===== src/rtl/sram_port_arbiter.sv =====
// sram_port_arbiter: shares one single-port synchronous SRAM between instruction fetch and MEM data.
// Define SRAM_ARB_KSEG_MAP_EN to fold 0xA/0xB segment addresses down by 32'hA0000000.
module sram_port_arbiter #(
    parameter int unsigned STARVE_MAX = 4
) (
    input  logic        clk,
    input  logic        resetn,
    input  logic        inst_req,
    input  logic [31:0] inst_addr,
    output logic        inst_gnt,
    output logic        inst_rvalid,
    output logic [31:0] inst_rdata,
    input  logic        data_req,
    input  logic [3:0]  data_wen,
    input  logic [31:0] data_addr,
    input  logic [31:0] data_wdata,
    output logic        data_gnt,
    output logic        data_rvalid,
    output logic [31:0] data_rdata,
    output logic        sram_en,
    output logic [3:0]  sram_wen,
    output logic [31:0] sram_addr,
    output logic [31:0] sram_wdata,
    input  logic [31:0] sram_rdata
);

    typedef enum logic [1:0] {
        OWN_NONE = 2'd0,
        OWN_INST = 2'd1,
        OWN_DATA = 2'd2
    } owner_e;

    localparam logic [3:0] STARVE_LIM = 4'(STARVE_MAX);

    logic [3:0]  starve_cnt_q, starve_cnt_d;
    owner_e      rd_owner_q, rd_owner_d;
    logic [31:0] inst_hold_q, inst_hold_d;
    logic [31:0] data_hold_q, data_hold_d;

    function automatic logic [31:0] xlate_addr(input logic [31:0] addr);
        logic [31:0] result;
        result = addr;
`ifdef SRAM_ARB_KSEG_MAP_EN
        if (addr[31:28] == 4'hA || addr[31:28] == 4'hB) begin
            result = addr - 32'hA000_0000;
        end
`endif
        return result;
    endfunction

    // Data wins by default; fetch wins once data has been granted STARVE_MAX times in a row.
    always_comb begin
        // NOTE: every always_comb output gets a default first so no path can infer a latch.
        inst_gnt = 1'b0;
        data_gnt = 1'b0;
        if (resetn) begin
            if (inst_req && data_req) begin
                if (starve_cnt_q < STARVE_LIM) begin
                    data_gnt = 1'b1;
                end else begin
                    inst_gnt = 1'b1;
                end
            end else begin
                inst_gnt = inst_req;
                data_gnt = data_req;
            end
        end
    end

    always_comb begin
        sram_en    = inst_gnt | data_gnt;
        sram_wen   = 4'b0000;
        sram_addr  = 32'h0000_0000;
        sram_wdata = 32'h0000_0000;
        if (inst_gnt) begin
            sram_addr = xlate_addr(inst_addr);
        end else if (data_gnt) begin
            sram_wen   = data_wen;
            sram_addr  = xlate_addr(data_addr);
            sram_wdata = data_wdata << {data_addr[1:0], 3'b000};
        end
    end

    assign inst_rvalid = (rd_owner_q == OWN_INST);
    assign data_rvalid = (rd_owner_q == OWN_DATA);
    assign inst_rdata  = inst_rvalid ? sram_rdata : inst_hold_q;
    assign data_rdata  = data_rvalid ? sram_rdata : data_hold_q;

    always_comb begin
        starve_cnt_d = starve_cnt_q;
        if (!inst_req || inst_gnt) begin
            starve_cnt_d = 4'd0;
        end else if (data_gnt) begin
            starve_cnt_d = (starve_cnt_q >= STARVE_LIM) ? STARVE_LIM : starve_cnt_q + 4'd1;
        end

        if (inst_gnt) begin
            rd_owner_d = OWN_INST;
        end else if (data_gnt && data_wen == 4'b0000) begin
            rd_owner_d = OWN_DATA;
        end else begin
            rd_owner_d = OWN_NONE;
        end

        inst_hold_d = inst_rvalid ? sram_rdata : inst_hold_q;
        data_hold_d = data_rvalid ? sram_rdata : data_hold_q;
    end

    always_ff @(posedge clk) begin
        // NOTE: sequential state uses non-blocking assignments so every flop samples pre-edge values.
        if (!resetn) begin
            // NOTE: the read-data hold registers are reset too, so a port reads 0 until its first response.
            starve_cnt_q <= 4'd0;
            rd_owner_q   <= OWN_NONE;
            inst_hold_q  <= 32'h0000_0000;
            data_hold_q  <= 32'h0000_0000;
        end else begin
            starve_cnt_q <= starve_cnt_d;
            rd_owner_q   <= rd_owner_d;
            inst_hold_q  <= inst_hold_d;
            data_hold_q  <= data_hold_d;
        end
    end

endmodule

===== config.mk =====
export PLATFORM = sky130hd
export DESIGN_NAME = sram_port_arbiter
export DESIGN_NICKNAME = d
export VERILOG_FILES = /design/src/rtl/sram_port_arbiter.sv
export SDC_FILE = /design/constraint.sdc
export NUM_CORES = 1
export LEC_CHECK = 0
export ABC_AREA = 1
export ABC_CLOCK_PERIOD_IN_PS = 1300
export CAP_MARGIN = 20
export CORE_ASPECT_RATIO = 0.6
export CORE_UTILIZATION = 25
export CTS_CLUSTER_DIAMETER = 150
export DETAILED_ROUTE_END_ITERATION = 16
export GPL_TIMING_DRIVEN = 0
export MAX_ROUTING_LAYER = met4
export PLACE_DENSITY = 0.71
export REMOVE_ABC_BUFFERS = 1
export SYNTH_ARGS = -nofsm -noshare
export SYNTH_HDL_FRONTEND = slang
export SYNTH_SLANG_ARGS = --single-unit

===== constraint.sdc =====
create_clock -name clk -period 1.3 [get_ports clk]
set_input_delay 0.26 -clock clk [delete_from_list [all_inputs] [get_ports clk]]
set_output_delay 0.26 -clock clk [all_outputs]
set_load 0.005 [all_outputs]

# Word level (Yosys, flattened, before mapping)
# Index checks and enable logic that the tools add are counted.
dict set report totals {
  reg_bits 70
  latchBits 0
  ramBits 0
  rom_bits 0
  inputBits 136
  output_inout_bits 137
  wordCells 37
  memories 0
}
dict set report op_classes {
  addsub 1
  n_mul 0
  div 0
  n_lt_le_gt_ge 2
  n_eq_ne 2
  n_shift 1
  mux 17
  n_bitwise 2
  n_reduce_logical 7
}
# op n
set ops {}
lappend ops {{32-bit 2-to-1 mux} 6}
lappend ops {{32-bit by 5-bit left shift with 32-bit output} 1}
lappend ops {{4-bit 2-to-1 mux} 3}
lappend ops {{1-bit 2-to-1 mux} 7}
lappend ops {{4-bit by 1-bit adder with 4-bit output (second input constant)} 1}
lappend ops {{4-bit by 3-bit >= comparator with 1-bit output (second input constant)} 1}
lappend ops {{4-bit logical NOT} 1}
lappend ops {{4-bit by 3-bit < comparator with 1-bit output (second input constant)} 1}
lappend ops {{2-bit OR reduction} 2}
lappend ops {{2-bit by 1-bit == test with 1-bit output (second input constant)} 1}
lappend ops {{2-bit == test (second input constant)} 1}
lappend ops {{1-bit logical AND} 2}
lappend ops {{2-bit 2-to-1 mux} 1}
lappend ops {{1-bit logical NOT} 1}
lappend ops {{1-bit logical OR} 1}
lappend ops {{1-bit NOT} 1}
lappend ops {{1-bit OR} 1}

# Depth between registers and ports, before layout
# Gate-level depths: netlist of run 1.
dict set report logic_depth {
  depth_word 7
  ltp_mapped 7
  mapped_depth_nobuf 6
}

# Worst setup path after synthesis of run 1
# No wires, ideal clock.
dict set report synth_path {
  kind {register -> output}
  start {register rd_owner_q[0]}
  end {output inst_rdata[14]}
  arrival_time_ns 1.036
  required_ns 1.040
  slack_ns 0.004
  stages_incl_launch_ff 7
  path_buffers 2
  path_cell_list {dfxtp_1 -> inv_1 -> or2_4 -> buf_12 -> buf_12 -> o21ai_2 -> inv_1}
}
dict set report synth_via {
  elab_chain_cells 2
}
# item line_no
set synth_rtl {}
lappend synth_rtl {{start, declared} 36} ;# owner_e rd_owner_q, rd_owner_d;
lappend synth_rtl {{start signal, assigned} 119} ;# rd_owner_q <= rd_owner_d;
lappend synth_rtl {{2-bit by 1-bit == test with 1-bit output} 84} ;# assign inst_rvalid = (rd_owner_q == OWN_INST);
lappend synth_rtl {{32-bit 2-to-1 mux} n/a}
lappend synth_rtl {{end, declared} 12} ;# output logic [31:0] inst_rdata,
# No other way between the ends.

# Final worst setup path of run 1
dict set report layout_path {
  start {register rd_owner_q[0]}
  end {output inst_rdata[17]}
}
# Same word-level chain as after synthesis.

==> metrics, run 1 <==
status=finished with violations; failing checks=negative setup slack; antenna cells=0; max incr delay on CP=0.40 ns; DRT Wirelength=23.8 mm; Sw Ratio=30.7%; CTS max path bufs=2; P_sw=2330 uW; Starting Density=26.2%; final net count=1,308; worst-path fanout max=4; pwr dens=705 nW/um^2; vias=6,120; GRT Residual Overflow=0; Post-Syn Instances=707; global route hottest layer=met2; worst path cell trace=inv_8 -> buf_12 -> or2_4 -> buf_6 -> buf_6 -> o21ai_4 -> inv_1 -> buf_2; Pleak=0.00551 uW; sequential fraction of the synthesis area=32.3%; total power=7590 uW; Avg Cell Area, Syn=6.14 sq um; synthesis-to-layout area growth=148%; Synth area leaders=dfxtp_1 32%, nand2_1 17%, inv_1 12%; largest net degree at the start of global routing=36; Final Hold Viols=0; TritonCTS Sinks=70; FF/Latch Area=1420 sq um; Final GP Congestion=0.889; most common cell after layout, fill and taps aside=buf_6; synthesized area=4340 sq um; Rows=36; Hold WC Path Type=in2reg; M2 GR Usage=41.9%; Crit. Startpoint=rd_owner_q[0]$_SDFF_PN0_; CP max stage cell=dfxtp_4; Synth warnings=0; area of the multi-input gates=3410 sq um; non-filler instance count after layout=1,404; H-tree levels=3; biggest area consumer among synthesized cells=dfxtp_1; commonest cells after routing, fill and taps aside=170 x buf_6, 131 x clkdlybuf4s50_1, 129 x inv_1; Tcrit/Tclk final=156%; Critical Path RT=1.04 ns; post-synthesis cell type count=21; CP Data Arrival Time=1.77 ns; R2R Path Start=rd_owner_q[0]$_SDFF_PN0_; vias in the first global route=5,931; minimum clock period=2.03 ns; width of the die=172 microns; TritonCTS clock tree=built; initial antenna violation count=0; grt met1 use=28.6%; HP Start=inst_req; fill count=1,342; First-pass DRT Iterations=4; Peak Freq=493 MHz; startpoint types=flop; max-cap viol count=0; Yosys top cell area share=32.3%; Reg clk slew, reported paths=0.06 ns; Vias/cell=4.36; core box area=16,600 sq um; worst-margin pin slew=0.796 ns; worst-skew pair later-pin latency=0.33 ns; TritonCTS Buffers=9; Combinational Power Share=37.6%; skew final=0.00852 ns; Die Area=17,900 sq um; Setup crit end kind=primary output; met3 usage=4.34%; RSZ-0062 raised after global routing=true; Final ANT Viol Nets=0; share of layout cells above drive strength 1=54.8%; IO Pins=273; Port Buf Inserts=272; final setup violation count=172; Peak supply drop=0.578 mV; gr usage total=24.4%; max-slew violations=0; drt first-iter violations=249; CTS Root Buffer Type=clkbuf_16; dpl cells=1,172; Remaining DRCs=0; hpwl dp=11.2 mm; global-route wire length before repair=32.0 mm; CP Class=reg2out; Pint=5260 uW; Reg power frac=29.6%; die height=104 microns; most used cell, CP=buf_6; routed len/inst=16.9 microns; setup slack after layout=-0.728 ns; Slew HR=46.8%; flops & latches, synth=70; critical path's top delay family=buffers and inverters; Clk pwr share=32.9%; Bufs and invs on worst path=6
## what timing repair did
item | CTS | global route
setup endpoints to repair | 191 | 180
resized for setup | 816 | 328
pin swaps | 74 | 81
setup buffers | 158 | 69
hold buffers | 0 | 0
cloned | 21 | 1
## through the flow
stage | hold slack [ns] | setup slack [ns] | util (%) | TNS, ns | instance area (sq um)
after global routing | 0.308 | -0.796 | 64.9 | -94.79 | 10800
after detailed placement | 0.423 | -2.35 | 43.0 | -206.88 | 7130
final | 0.279 | -0.728 | 64.9 | -84.06 | 10800
after global placement | 0.410 | -2.36 | 42.7 | -278.62 | 7080
after CTS | 0.423 | -0.817 | 57.3 | -82.35 | 9490
after floorplan | 0.338 | -0.679 | - | -64.17 | 4070
## cells by family after synthesis
group	after synthesis	share of synthesized area, %
other	1	0.0864
DFF	70	32.3
and+or+nand+nor	360	35.4
adders and majority gates	1	0.288
buffers and inverters	191	19.5
AOI/OAI and AO/OA	84	12.5
## routing by layer
layer | vias up | share of wire, %
li1 | 3004 | -
met1 | 2882 | 41
met2 | 196 | 52
met3 | 38 | 4.1
met4 | 0 | 2.8
met5 | - | 0
## power by group through the flow
stage                     registers (uW)  clock network, uW  logic [uW]
after global placement              2290                  0        1660
after global routing                2250               2700        3020
final                               2240               2490        2850
after CTS                           2240               2570        2380
after detailed placement            2290                  0        1680
after floorplan                     2280                  0         626
## cell usage after synthesis
| cell type | instances |
|---|---|
| or2_4 | 1 |
| dfxtp_1 | 70 |
| inv_1 | 140 |
| conb_1 | 1 |
| o21ai_2 | 32 |
| nor2_1 | 84 |
| nand2_4 | 4 |
| nor2_2 | 27 |
| nor3_1 | 1 |
| a21oi_1 | 1 |
| clkbuf_1 | 10 |
| o21ai_0 | 51 |
| ha_1 | 1 |
| nand2_2 | 23 |
| clkbuf_2 | 1 |
| buf_2 | 20 |
| buf_4 | 1 |
| inv_2 | 13 |
| nand2_1 | 202 |
| buf_12 | 6 |
| nand3_1 | 18 |
## state kept, by name, indices dropped and copies added, names as in the netlist
| name | count |
|---|---|
| data_hold_q | 32 |
| inst_hold_q | 32 |
| rd_owner_q | 2 |
| starve_cnt_q | 4 |
## worst paths after layout
path / slack (ns) / endpoint / cells past startpoint
worst max-delay path: -0.73 / inst_rdata[17] / 8
worst min-delay path: 0.28 / starve_cnt_q[2]$_SDFFE_PP0P_ / 3
worst max register to register: -0.57 / inst_hold_q[17]$_SDFF_PN0_ / 13
worst min register to register: 0.43 / starve_cnt_q[0]$_SDFFE_PP0P_ / 1
## layout make-up
cell class,instances,share of cell area [%]
inverters,153,5.93
repair inverters,5,0.535
multi-input cells,458,31.7
well taps,228,2.65
flip-flops and latches,70,13.2
clock buffers,9,2.09
repair buffers,474,43.3
clock inverters,7,0.674
## worst reg2reg max path: stages (launching register included)
cell,delay [ns]
dfxtp_4,0.40
inv_8,0.06
buf_12,0.12
or2_4,0.26
buf_6,0.14
buf_6,0.11
o21ai_4,0.16
buf_6,0.12
buf_6,0.08
buf_6,0.08
buf_6,0.08
buf_6,0.08
buf_6,0.08
nor2_2,0.02
Note: power is estimated with default switching activity, not from simulation.
==> inputs of run 2 (changes only) <==
--- a/config.mk
+++ b/config.mk
@@ -15,7 +15,6 @@
 export GPL_TIMING_DRIVEN = 0
 export MAX_ROUTING_LAYER = met4
 export PLACE_DENSITY = 0.71
-export REMOVE_ABC_BUFFERS = 1
 export SYNTH_ARGS = -nofsm -noshare
 export SYNTH_HDL_FRONTEND = slang
 export SYNTH_SLANG_ARGS = --single-unit
==> metrics, run 2 (same netlist as run 1, synthesis figures left out) <==
status=finished with violations; failing checks=negative setup slack; largest net degree at the start of global routing=13; TritonCTS clock tree=built; CP max stage cell=dfxtp_2; setup slack after layout=-0.593 ns; Reg clk slew, reported paths=0.06 ns; antenna cells=0; core box area=16,600 sq um; CTS Root Buffer Type=clkbuf_16; share of layout cells above drive strength 1=55.2%; Setup crit end kind=primary output; worst-skew pair later-pin latency=0.32 ns; Synth Net Count=844; max incr delay on CP=0.32 ns; initial antenna violation count=0; worst-path fanout max=5; Slew HR=47.6%; end of the worst register-to-register path=rd_owner_q[0]$_SDFF_PN0_; routed len/inst=15.9 microns; commonest cells after routing, fill and taps aside=130 x clkdlybuf4s50_1, 126 x buf_6, 116 x inv_1; minimum clock period=1.89 ns; IO Pins=273; Worst Hold Path Cells=3; worst-margin pin slew=0.786 ns; flop-to-flop setup slack=-0.48 ns; Port Buf Inserts=271; Rows=36; Critical Path RT=1.04 ns; most common cell after layout, fill and taps aside=clkdlybuf4s50_1; Final GP Congestion=0.915; GRT Residual Overflow=0; pre-CTS setup slack=-1.19 ns; gr usage total=22.8%; Remaining DRCs=0; die height=104 microns; TritonCTS Sinks=70; fill count=1,448; Tcrit/Tclk final=146%; Hold EP=data_hold_q[20]$_SDFF_PN0_; Starting Density=26.2%; Reg2Reg Depth=15; HP Start=resetn; global-route wire length before repair=30.3 mm; R2R Path Start=starve_cnt_q[3]$_SDFFE_PP0P_; CP Class=reg2out; skew final=0.00762 ns; hpwl dp=13.6 mm; width of the die=172 microns; drt first-iter violations=233; vias=5,881; DRT Wirelength=21.6 mm; CP Data Arrival Time=1.63 ns; Pleak=0.00525 uW; H-tree levels=3; final net count=1,258; final setup TNS=-67.31 ns; critical path's top delay family=buffers and inverters; CTS max path bufs=2; Largest regs=data_hold_q (32), inst_hold_q (32), starve_cnt_q (4); Min Hold Slack=0.361 ns; worst path cell trace=inv_2 -> or2_4 -> buf_12 -> clkbuf_16 -> o21ai_4 -> inv_1 -> buf_2; RSZ-0062 raised after global routing=true; Peak supply drop=0.624 mV; max-slew violations=0; TritonCTS Buffers=9; Die Area=17,900 sq um; Bufs and invs on worst path=5; synthesis-to-layout area growth=136%; max-cap viol count=0; final setup violation count=162; vias in the first global route=5,650; Hold WC Path Type=in2reg; startpoint types=flop; Peak Freq=528 MHz; Final Hold Viols=0; Final ANT Viol Nets=0; First-pass DRT Iterations=4; pwr dens=698 nW/um^2; Vias/cell=4.35
==> run 2: through the flow <==
stage          cells  power [uW]  utilization [%]  cell area (sq um)
3_5_place_dp    1206        4070             44.3               7340
2_1_floorplan    707        3000                -               4340
5_1_grt         1353        7500             61.8              10200
3_3_place_gp    1206        4060             44.3               7340
4_1_cts         1326        6750             54.8               9090
6_report        1353        7150             61.8              10200
==> run 2: layout make-up <==
cell class	instances	area, sq um	area share [%]
Multi-Input combinational cell	446	3310	32.3
Tap cell	228	285	2.78
Timing Repair Buffer	407	3920	38.2
Buffer	34	439	4.29
Sequential cell	70	1410	13.8
Clock inverter	5	61.3	0.598
Inverter	153	597	5.82
Clock buffer	10	229	2.23
==> run 2: worst max path at each step <==
stage	from	end	slack (ns)	depth (start not counted)
3_3_place_gp	resetn	sram_wdata[14]	-1.19	8
6_report	rd_owner_q[0]$_SDFF_PN0_	inst_rdata[19]	-0.59	7
2_1_floorplan	rd_owner_q[0]$_SDFF_PN0_	inst_rdata[14]	0.004	6
5_1_grt	rd_owner_q[0]$_SDFF_PN0_	inst_rdata[19]	-0.67	7
3_5_place_dp	resetn	sram_addr[4]	-1.19	9
4_1_cts	rd_owner_q[0]$_SDFF_PN0_	inst_rvalid	-0.71	5
==> run 2: metal layers <==
layer | part of all wire (%) | track usage (%)
met4 | 2.6 | 6.83
met5 | 0 | -
met1 | 40 | 27.3
met2 | 52 | 39.0
met3 | 6.2 | 3.50
==> run 2: what timing repair did <==
item	in CTS	in global routing
buffers inserted	96	52
resized for setup	776	366
gates cloned	10	5
hold buffers	0	0
pin swaps	45	59
endpoints found under the setup margin	202	191
==> run 2: where the power goes <==
part	switching [uW]	internal [uW]
Clock	917	1480
Combinational	1190	1330
Sequential	21.3	2220
==> run 2: worst reg2reg max path: cells and delay by family (launching register included) <==
kind / cells / cell delay (ns)
buf+inv: 12 / 1.16
simple gates: 3 / 0.19
flops: 1 / 0.37
==> inputs of run 3 (changes only) <==
--- a/config.mk
+++ b/config.mk
@@ -13,6 +13,7 @@
 export CTS_CLUSTER_DIAMETER = 150
 export DETAILED_ROUTE_END_ITERATION = 16
 export GPL_TIMING_DRIVEN = 0
+export HOLD_SLACK_MARGIN = 0.02
 export MAX_ROUTING_LAYER = met4
 export PLACE_DENSITY = 0.71
 export SYNTH_ARGS = -nofsm -noshare
==> results of run 3 <==
The final DEF is identical to that of run 2; final timing and power are the same.
